## config.mk

```make
export PLATFORM = sky130hd
export DESIGN_NAME = pipelined_cla_adder
export DESIGN_NICKNAME = d
export VERILOG_FILES = /design/src/rtl/pipelined_cla_adder.sv
export SDC_FILE = /design/constraint.sdc
export NUM_CORES = 1
export LEC_CHECK = 0
export BUFFER_PORTS_ARGS = -buffer_cell sky130_fd_sc_hd__buf_4
export CAP_MARGIN = 20
export CORE_MARGIN = 10
export CORE_UTILIZATION = 53
export CTS_CLUSTER_SIZE = 30
export DETAILED_ROUTE_END_ITERATION = 16
export PLACE_DENSITY = 0.86
export SLEW_MARGIN = 15
export SYNTH_ARGS = -nofsm -noshare
export SYNTH_HDL_FRONTEND = slang
export SYNTH_SLANG_ARGS = --single-unit
```

## constraint.sdc

```tcl
create_clock -name iClk -period 2.39 [get_ports iClk]
set_clock_uncertainty 0.2 [all_clocks]
set_input_delay 0.1195 -clock iClk [delete_from_list [all_inputs] [get_ports iClk]]
set_output_delay 0.1195 -clock iClk [all_outputs]
set_load 0.02 [all_outputs]
```

## src/rtl/pipelined_cla_adder.sv

```systemverilog
// Pipelined carry-lookahead adder/subtractor: one BLOCK-bit slice resolved per stage,
// carry and group generate/propagate carried forward in registers.
module pipelined_cla_adder #(
    parameter int unsigned WIDTH = 32,
    parameter int unsigned BLOCK = 8
) (
    input  logic             iClk,
    input  logic             iRstn,
    input  logic             iValid,
    output logic             oReady,
    input  logic [WIDTH-1:0] iA,
    input  logic [WIDTH-1:0] iB,
    input  logic             iSub,
    input  logic             iCarryIn,
    output logic             oValid,
    input  logic             iReady,
    output logic [WIDTH-1:0] oSum,
    output logic             oCarryOut,
    output logic             oOverflow,
    output logic             oGen,
    output logic             oPropagate
);
    localparam int unsigned NSTAGE = WIDTH / BLOCK;

    logic w_adv;

    for (genvar k = 0; k < NSTAGE; k++) begin : g_stage
        logic [WIDTH-1:0] w_a;
        logic [WIDTH-1:0] w_b;
        logic [WIDTH-1:0] w_sum_in;
        logic [WIDTH-1:0] w_sum_nxt;
        logic             w_cin;
        logic             w_gin;
        logic             w_pin;
        logic             w_vin;
        logic [BLOCK-1:0] w_sa;
        logic [BLOCK-1:0] w_sb;
        logic [BLOCK-1:0] w_g;
        logic [BLOCK-1:0] w_p;
        logic [BLOCK:0]   w_c;
        logic             w_gs;
        logic             w_ps;

        logic [WIDTH-1:0] r_sum;
        logic             r_v;
        logic             r_c;
        logic             r_g;
        logic             r_p;

        if (k == 0) begin : g_head
            assign w_a      = iA;
            assign w_b      = iSub ? ~iB : iB;
            assign w_cin    = iSub | iCarryIn;
            assign w_sum_in = '0;
            // Identity values for the group accumulation.
            assign w_gin    = 1'b0;
            assign w_pin    = 1'b1;
            assign w_vin    = iValid;
        end else begin : g_tail
            assign w_a      = g_stage[k-1].g_ops.r_a;
            assign w_b      = g_stage[k-1].g_ops.r_b;
            assign w_cin    = g_stage[k-1].r_c;
            assign w_sum_in = g_stage[k-1].r_sum;
            assign w_gin    = g_stage[k-1].r_g;
            assign w_pin    = g_stage[k-1].r_p;
            assign w_vin    = g_stage[k-1].r_v;
        end

        assign w_sa = w_a[k*BLOCK +: BLOCK];
        assign w_sb = w_b[k*BLOCK +: BLOCK];
        assign w_g  = w_sa & w_sb;
        assign w_p  = w_sa | w_sb;

        // Each carry is a flat sum of products over (g, p, cin); no carry feeds another.
        always_comb begin : p_lookahead
            logic t;
            w_c    = '0;
            w_c[0] = w_cin;
            for (int i = 0; i < int'(BLOCK); i++) begin
                t = w_cin;
                for (int m = 0; m <= i; m++) begin
                    t = t & w_p[m];
                end
                w_c[i+1] = t;
                for (int j = 0; j <= i; j++) begin
                    t = w_g[j];
                    for (int m = j + 1; m <= i; m++) begin
                        t = t & w_p[m];
                    end
                    w_c[i+1] = w_c[i+1] | t;
                end
            end
            w_ps = &w_p;
            w_gs = 1'b0;
            for (int j = 0; j < int'(BLOCK); j++) begin
                t = w_g[j];
                for (int m = j + 1; m < int'(BLOCK); m++) begin
                    t = t & w_p[m];
                end
                w_gs = w_gs | t;
            end
        end

        always_comb begin
            w_sum_nxt                    = w_sum_in;
            w_sum_nxt[k*BLOCK +: BLOCK]  = w_sa ^ w_sb ^ w_c[BLOCK-1:0];
        end

        always_ff @(posedge iClk) begin
            if (!iRstn) begin
                r_v   <= 1'b0;
                r_c   <= 1'b0;
                r_g   <= 1'b0;
                r_p   <= 1'b0;
                r_sum <= '0;
            end else if (w_adv) begin
                r_v   <= w_vin;
                r_c   <= w_c[BLOCK];
                r_g   <= w_gs | (w_ps & w_gin);
                r_p   <= w_ps & w_pin;
                r_sum <= w_sum_nxt;
            end
        end

        if (k < NSTAGE - 1) begin : g_ops
            logic [WIDTH-1:0] r_a;
            logic [WIDTH-1:0] r_b;

            always_ff @(posedge iClk) begin
                if (!iRstn) begin
                    r_a <= '0;
                    r_b <= '0;
                end else if (w_adv) begin
                    r_a <= w_a;
                    r_b <= w_b;
                end
            end
        end else begin : g_last
            logic r_ovf;
            logic w_unused_ops;

            assign w_unused_ops = ^{w_a, w_b};

            // Overflow: carry into the MSB differs from carry out of it.
            always_ff @(posedge iClk) begin
                if (!iRstn) begin
                    r_ovf <= 1'b0;
                end else if (w_adv) begin
                    r_ovf <= w_c[BLOCK-1] ^ w_c[BLOCK];
                end
            end
        end
    end

    assign w_adv      = ~g_stage[NSTAGE-1].r_v | iReady;
    assign oReady     = w_adv;
    assign oValid     = g_stage[NSTAGE-1].r_v;
    assign oSum       = g_stage[NSTAGE-1].r_sum;
    assign oCarryOut  = g_stage[NSTAGE-1].r_c;
    assign oOverflow  = g_stage[NSTAGE-1].g_last.r_ovf;
    assign oGen       = g_stage[NSTAGE-1].r_g;
    assign oPropagate = g_stage[NSTAGE-1].r_p;

endmodule

```

After elaboration in Yosys (flattened, before gate mapping)
Cells that the tools add are included.
{"block": "op_classes", "bitwise": 346, "n_mux": 1, "reduce_logical": 4}
{"cell": "$or A1 B1 Y1", "count": 177}
{"cell": "$and A1 B1 Y1", "count": 150}
{"cell": "$xor A8 B8 Y8", "count": 8}
{"cell": "$and A8 B8 Y8", "count": 4}
{"cell": "$mux W32", "count": 1}
{"cell": "$not A32 Y32", "count": 1}
{"cell": "$or A8 B8 Y8", "count": 4}
{"cell": "$reduce_and A8 Y1", "count": 4}
{"cell": "$not A1 Y1", "count": 1}
{"cell": "$xor A1 B1 Y1", "count": 1}
{"block": "word_totals", "regBits": 289, "in_bits": 70, "output_inout_bits": 38, "word_cells": 378}

Logic depth before layout (Yosys ltp)
{"block": "depth", "ltp_word": 19, "ltp_mapped": 10, "depth_no_buf": 8}

Least setup slack after synthesis
No wires, ideal clock.
{"block": "synth_path", "path_type": "input-to-reg", "from": "in iSub", "to": "reg g_stage[0].r_sum[7]", "path_stages": 10, "arrival_time_ps": 2078, "slack_ps": 24, "t_required_ps": 2103, "path_cell_list": "clkbuf_1 > buf_2 > xor2_1 > inv_1 > ha_1 > nand2b_1 > a221o_1 > a211oi_1 > nor4_1 > o31ai_1"}
{"block": "synth_via", "elab_chain_len": 17}
{"element": "from (decl)", "line_no": "13", "source": "input logic iSub,"}
{"element": "$mux W32", "line_no": "52", "source": "assign w_b = iSub ? ~iB : iB;"}
{"element": "$or A8 B8 Y8", "line_no": "72", "source": "assign w_p = w_sa | w_sb;"}
{"element": "$and A1 B1 Y1 (7 in series)", "line_no": "82", "source": "t = t & w_p[m];"}
{"element": "$or A1 B1 Y1 (7 in series)", "line_no": "90", "source": "w_c[i+1] = w_c[i+1] | t;"}
{"element": "$xor A8 B8 Y8 *", "line_no": "106", "source": "w_sum_nxt[k*BLOCK +: BLOCK] = w_sa ^ w_sb ^ w_c[BLOCK-1:0];"}
{"element": "to (signal assigned)", "line_no": "121", "source": "r_sum <= w_sum_nxt;"}
{"element": "to (decl)", "line_no": "44", "source": "logic [WIDTH-1:0] r_sum;"}
Every way passes the cells marked *; elsewhere a longest branch is shown, timed or not.
A chain may end at the register's enable or synchronous reset.

Worst setup path after layout
{"block": "layout_path", "from": "reg g_stage[0].g_ops.r_a[8]", "to": "reg g_stage[1].r_sum[13]"}
{"block": "layout_via", "elab_chain_len": 12}
{"element": "from (decl)", "line_no": "126", "source": "logic [WIDTH-1:0] r_a;"}
{"element": "from (signal assigned)", "line_no": "134", "source": "r_a <= w_a;"}
{"element": "$or A8 B8 Y8", "line_no": "72"}
{"element": "$and A1 B1 Y1 (5 in series)", "line_no": "82"}
{"element": "$or A1 B1 Y1 * (5 in series)", "line_no": "90"}
{"element": "$xor A8 B8 Y8 *", "line_no": "106"}
{"element": "to (signal assigned)", "line_no": "121"}
{"element": "to (decl)", "line_no": "44"}
Marks and branches as above.

==> flow_summary_export.csv <==
group,metric,value,unit
run_status,status,"finished clean",
yosys,yosysTopAreaCellShare,42.5,%
placed_design,dpl-instance-area,0.0100,mm²
clocking,clk_pin_slew_worst_paths,0.07,ns
final_layout,drive_gt1_share,12.5,%
clocking,cts_sinks,193,
yosys,ys_ff_latch,193,
timing,drv_slew,0,
final_layout,fin_area,0.0112,mm²
floorplanning,pin_count,108,
yosys,seq_area_frac_synth,42.5,%
yosys,synth_warnings,0,
floorplanning,dieArea,0.0228,mm²
yosys,ys_types,54,
floorplanning,initial_core_util,54.4,%
grt,busiest_layer,"met2",
floorplanning,rows,47,
timing,timing.final.crit_share,93.0,%
grt,grtUsageMet1,26.4,%
final_layout,seq_area,0.00386,mm²
floorplanning,fp.dieH,151,µm
timing,post-route-min-period,2.22,ns
clocking,cts_tree,"yes",
setup_path,crit_type,"register to register",
final_layout,area_growth,23.1,%
grt,globalRouteMet2Util,31.6,%
timing,clock.fmax,450,MHz
power_and_ir_drop,irDropWorstVdd,0.628,mV
detailed_routing,drc,0,
grt,grt_max_degree,76,
yosys,synth-edff-count,0,
detailed_routing,wl_per_cell,15.1,µm
grt,grt_pass1_vias,7764,
setup_path,cp_top_family,"compound AO/OA/AOI/OAI gates",
setup_path,cp_slowest_stage_delay,0.41,ns
floorplanning,die_x,151,µm
final_layout,multiInputGateArea,0.00461,mm²
timing,maxSlewHeadroom,59.9,%
clocking,cts_buffers,17,
detailed_routing,post_drt_via_cell_ratio,5.34,
setup_path,start_kind,"register",
placed_design,dpl.hpwl,14.8,mm
yosys,synthCells,1141,
detailed_routing,drtAntennaViolNets,0,
timing,hold_viol_final,0,
yosys,synth_area_leaders,"dfxtp_1 43%, nand2_1 11%, ha_1 8.8%",
detailed_routing,vias,8014,
power_and_ir_drop,p_leak,4.72,nW
yosys,syn_area,0.00909,mm²
job,cap_violations,0,
timing,rsz0062_at_grt,"false",
final_layout,nets,1405,
yosys,async_flop_share,0,%
power_and_ir_drop,powerDensity,656,mW/mm²
detailed_routing,first_pass_iters,5,
placed_design,numPortBuffers,107,
timing,setup_viol_count_final,0,
timing,finalSetupTns,0,ns
clocking,clk_path_buf_depth,2,
grt,grt_overflow_total,0,
setup_path,worst_ep_required_time,2.58,ns
setup_path,crit_top_cell,"a211o_1",
floorplanning,coreArea,0.0167,mm²
detailed_routing,drt_iter0_drc,786,
yosys,syn_avg_cell_area,7.96,µm²
clocking,clock_latency,0.44,ns
setup_path,slowest_stage,"dfxtp_1",
yosys,synth_top_area_cell,"dfxtp_1",
grt,gr-usage-met3,4.21,%
detailed_routing,routed_wl,22.6,mm
clocking,post_cts_buffers,0,
placed_design,place.gp.congestion,0.846,
grt,grt_pass1_wl,37.6,mm
setup_path,cp_cell_sequence,"inv_1 > ha_1 > nand2b_4 > a211o_1 > a211o_1 > a2111oi_2 > nand3b_1",
clocking,htreeDepth,4,
yosys,ys.flop_type,"dfxtp_1",
timing,worst_pin_slew,0.593,ns
grt,grt_usage,20.1,%
setup_path,path_max_fanout,5,
final_layout,antenna_cells,0,
yosys,syn_nets,1279,
timing,worst_hold_slack,0.0266,ns
setup_path,cp_num_buf_inv,1,
setup_path,arrival,2.41,ns
clocking,clockRootBuffer,"clkbuf_16",
grt,antenna_found_initial,0,
hold_path,hold_class,"primary input to register",
final_layout,fill_cells,1321,
setup_path,crit_path_end_kind,"register",
cells in the mapped netlist (3+ instances only):
library cell	instances
buf_1	8
a21oi_1	156
o21bai_1	5
a311o_1	4
nor4b_1	5
fa_1	4
nor3_1	21
nand3_1	33
nor2b_1	5
xnor2_1	26
o31ai_1	5
or3_1	7
ha_1	64
xor2_1	15
nor2_1	48
o211ai_1	3
o21ai_0	26
dfxtp_1	193
o21a_1	7
nand2b_1	8
buf_2	22
nor4_1	5
inv_1	86
nand3b_1	5
clkbuf_1	41
a211oi_1	32
nand2_1	265
a31oi_1	3
a211o_1	5
and3_1	5
worst reg2reg max path: stages (launching register included):
cell and delay [ns]:
dfxtp_1 0.41, inv_1 0.07, ha_1 0.23, nand2b_4 0.15, a211o_1 0.34, a211o_1 0.33, a2111oi_2 0.29, nand3b_1 0.14
flip-flops by register name (all words and copies together) (netlist names), 3 cells and up:
register,cells
g_stage.g_ops.r_a,48
g_stage.g_ops.r_b,48
g_stage.r_sum,48
oSum,32
g_stage.r_c,3
g_stage.r_g,3
g_stage.r_p,3
g_stage.r_v,3
cell type report:
class	instances	share of cell area, %
flip-flops and latches	193	34.6
clock inverters	14	1.30
inverters	87	2.99
well taps	220	2.46
repair buffers	178	13.6
multi-input cells	790	41.2
clock buffers	18	3.93
placed cells by master (no fill, tap or decap), types with 2 or more instances in the layout:
cell type      count
nand4_1            2
fa_1               4
o31ai_1            5
clkinvlp_4         4
o21bai_1           5
o21a_1             7
o211ai_1           3
a311oi_1           2
nor4_1             5
nor3b_1            2
a311o_1            4
inv_1             85
nor2_1            48
a31oi_1            3
xor2_1            15
nand2_1          265
nor2b_1            4
nand3b_1           5
inv_8              2
dfxtp_1          193
nor3_1            21
a21oi_1          156
clkbuf_16         17
ha_1              64
nand2b_1           8
o21ai_0           26
dlygate4sd3_1     55
nor4b_1            5
xnor2_1           26
mux2i_1            2
a211o_1            5
a21o_1             2
buf_4            119
nand3_1           33
or3_1              7
a211oi_1          32
clkinv_8           3
and3_1             5
buf_12             3
inv_6              5
per-stage QoR:
stage               utilization (%)  worst slack (ns)  std cells  power (mW)
floorplan                         -            0.0245       1141        4.20
global placement               60.1             0.255       1413        4.49
detailed placement             60.1             0.178       1413        4.53
CTS                            66.9            0.0992       1500        7.36
global route                   67.0          0.000171       1500        7.64
finish                         67.0             0.168       1500        7.34
cell families after synthesis:
group | count (synthesis) | synth area share (%)
flip-flops | 193 | 42.5
XOR/XNOR | 41 | 3.95
AND/OR/NAND/NOR | 414 | 19.5
AO/OA/AOI/OAI | 265 | 17.3
adder cells (fa/ha/maj) | 68 | 9.69
multiplexers | 2 | 0.220
buffers and inverters | 158 | 6.83
routing by layer:
metal / part of all wire (%) / vias up
met5: 0 / -
met3: 6.2 / 44
met1: 46 / 3682
li1: - / 4035
met4: 2.4 / 0
met2: 46 / 253
worst paths after layout:
path	depth (start not counted)	slack (ns)	startpoint	to
hold / removal	5	0.03	iA[5]	g_stage[0].r_sum[5]$_SDFFE_PN0P_
setup reg to reg	7	0.17	g_stage[0].g_ops.r_a[8]$_SDFFE_PN0P_	g_stage[1].r_sum[13]$_SDFFE_PN0P_
setup / recovery	7	0.17	g_stage[0].g_ops.r_a[8]$_SDFFE_PN0P_	g_stage[1].r_sum[13]$_SDFFE_PN0P_
hold reg to reg	2	0.25	oSum[14]$_SDFFE_PN0P_	oSum[14]$_SDFFE_PN0P_
what timing repair did:
| item | CTS | global route |
|---|---|---|
| gates resized for setup | 0 | 1 |
| hold buffers | 55 | 0 |
| hold endpoints to repair | 58 | 0 |
| endpoints found under the setup margin | 0 | 1 |
report_power, final:
group	total [mW]	internal (mW)	switching [mW]	leakage, nW
sequential	3.55	3.42	0.127	1.59
combinational	1.01	0.478	0.531	2.87
clock	2.78	1.41	1.36	0.272
Power figures use the tool's default switching activity.
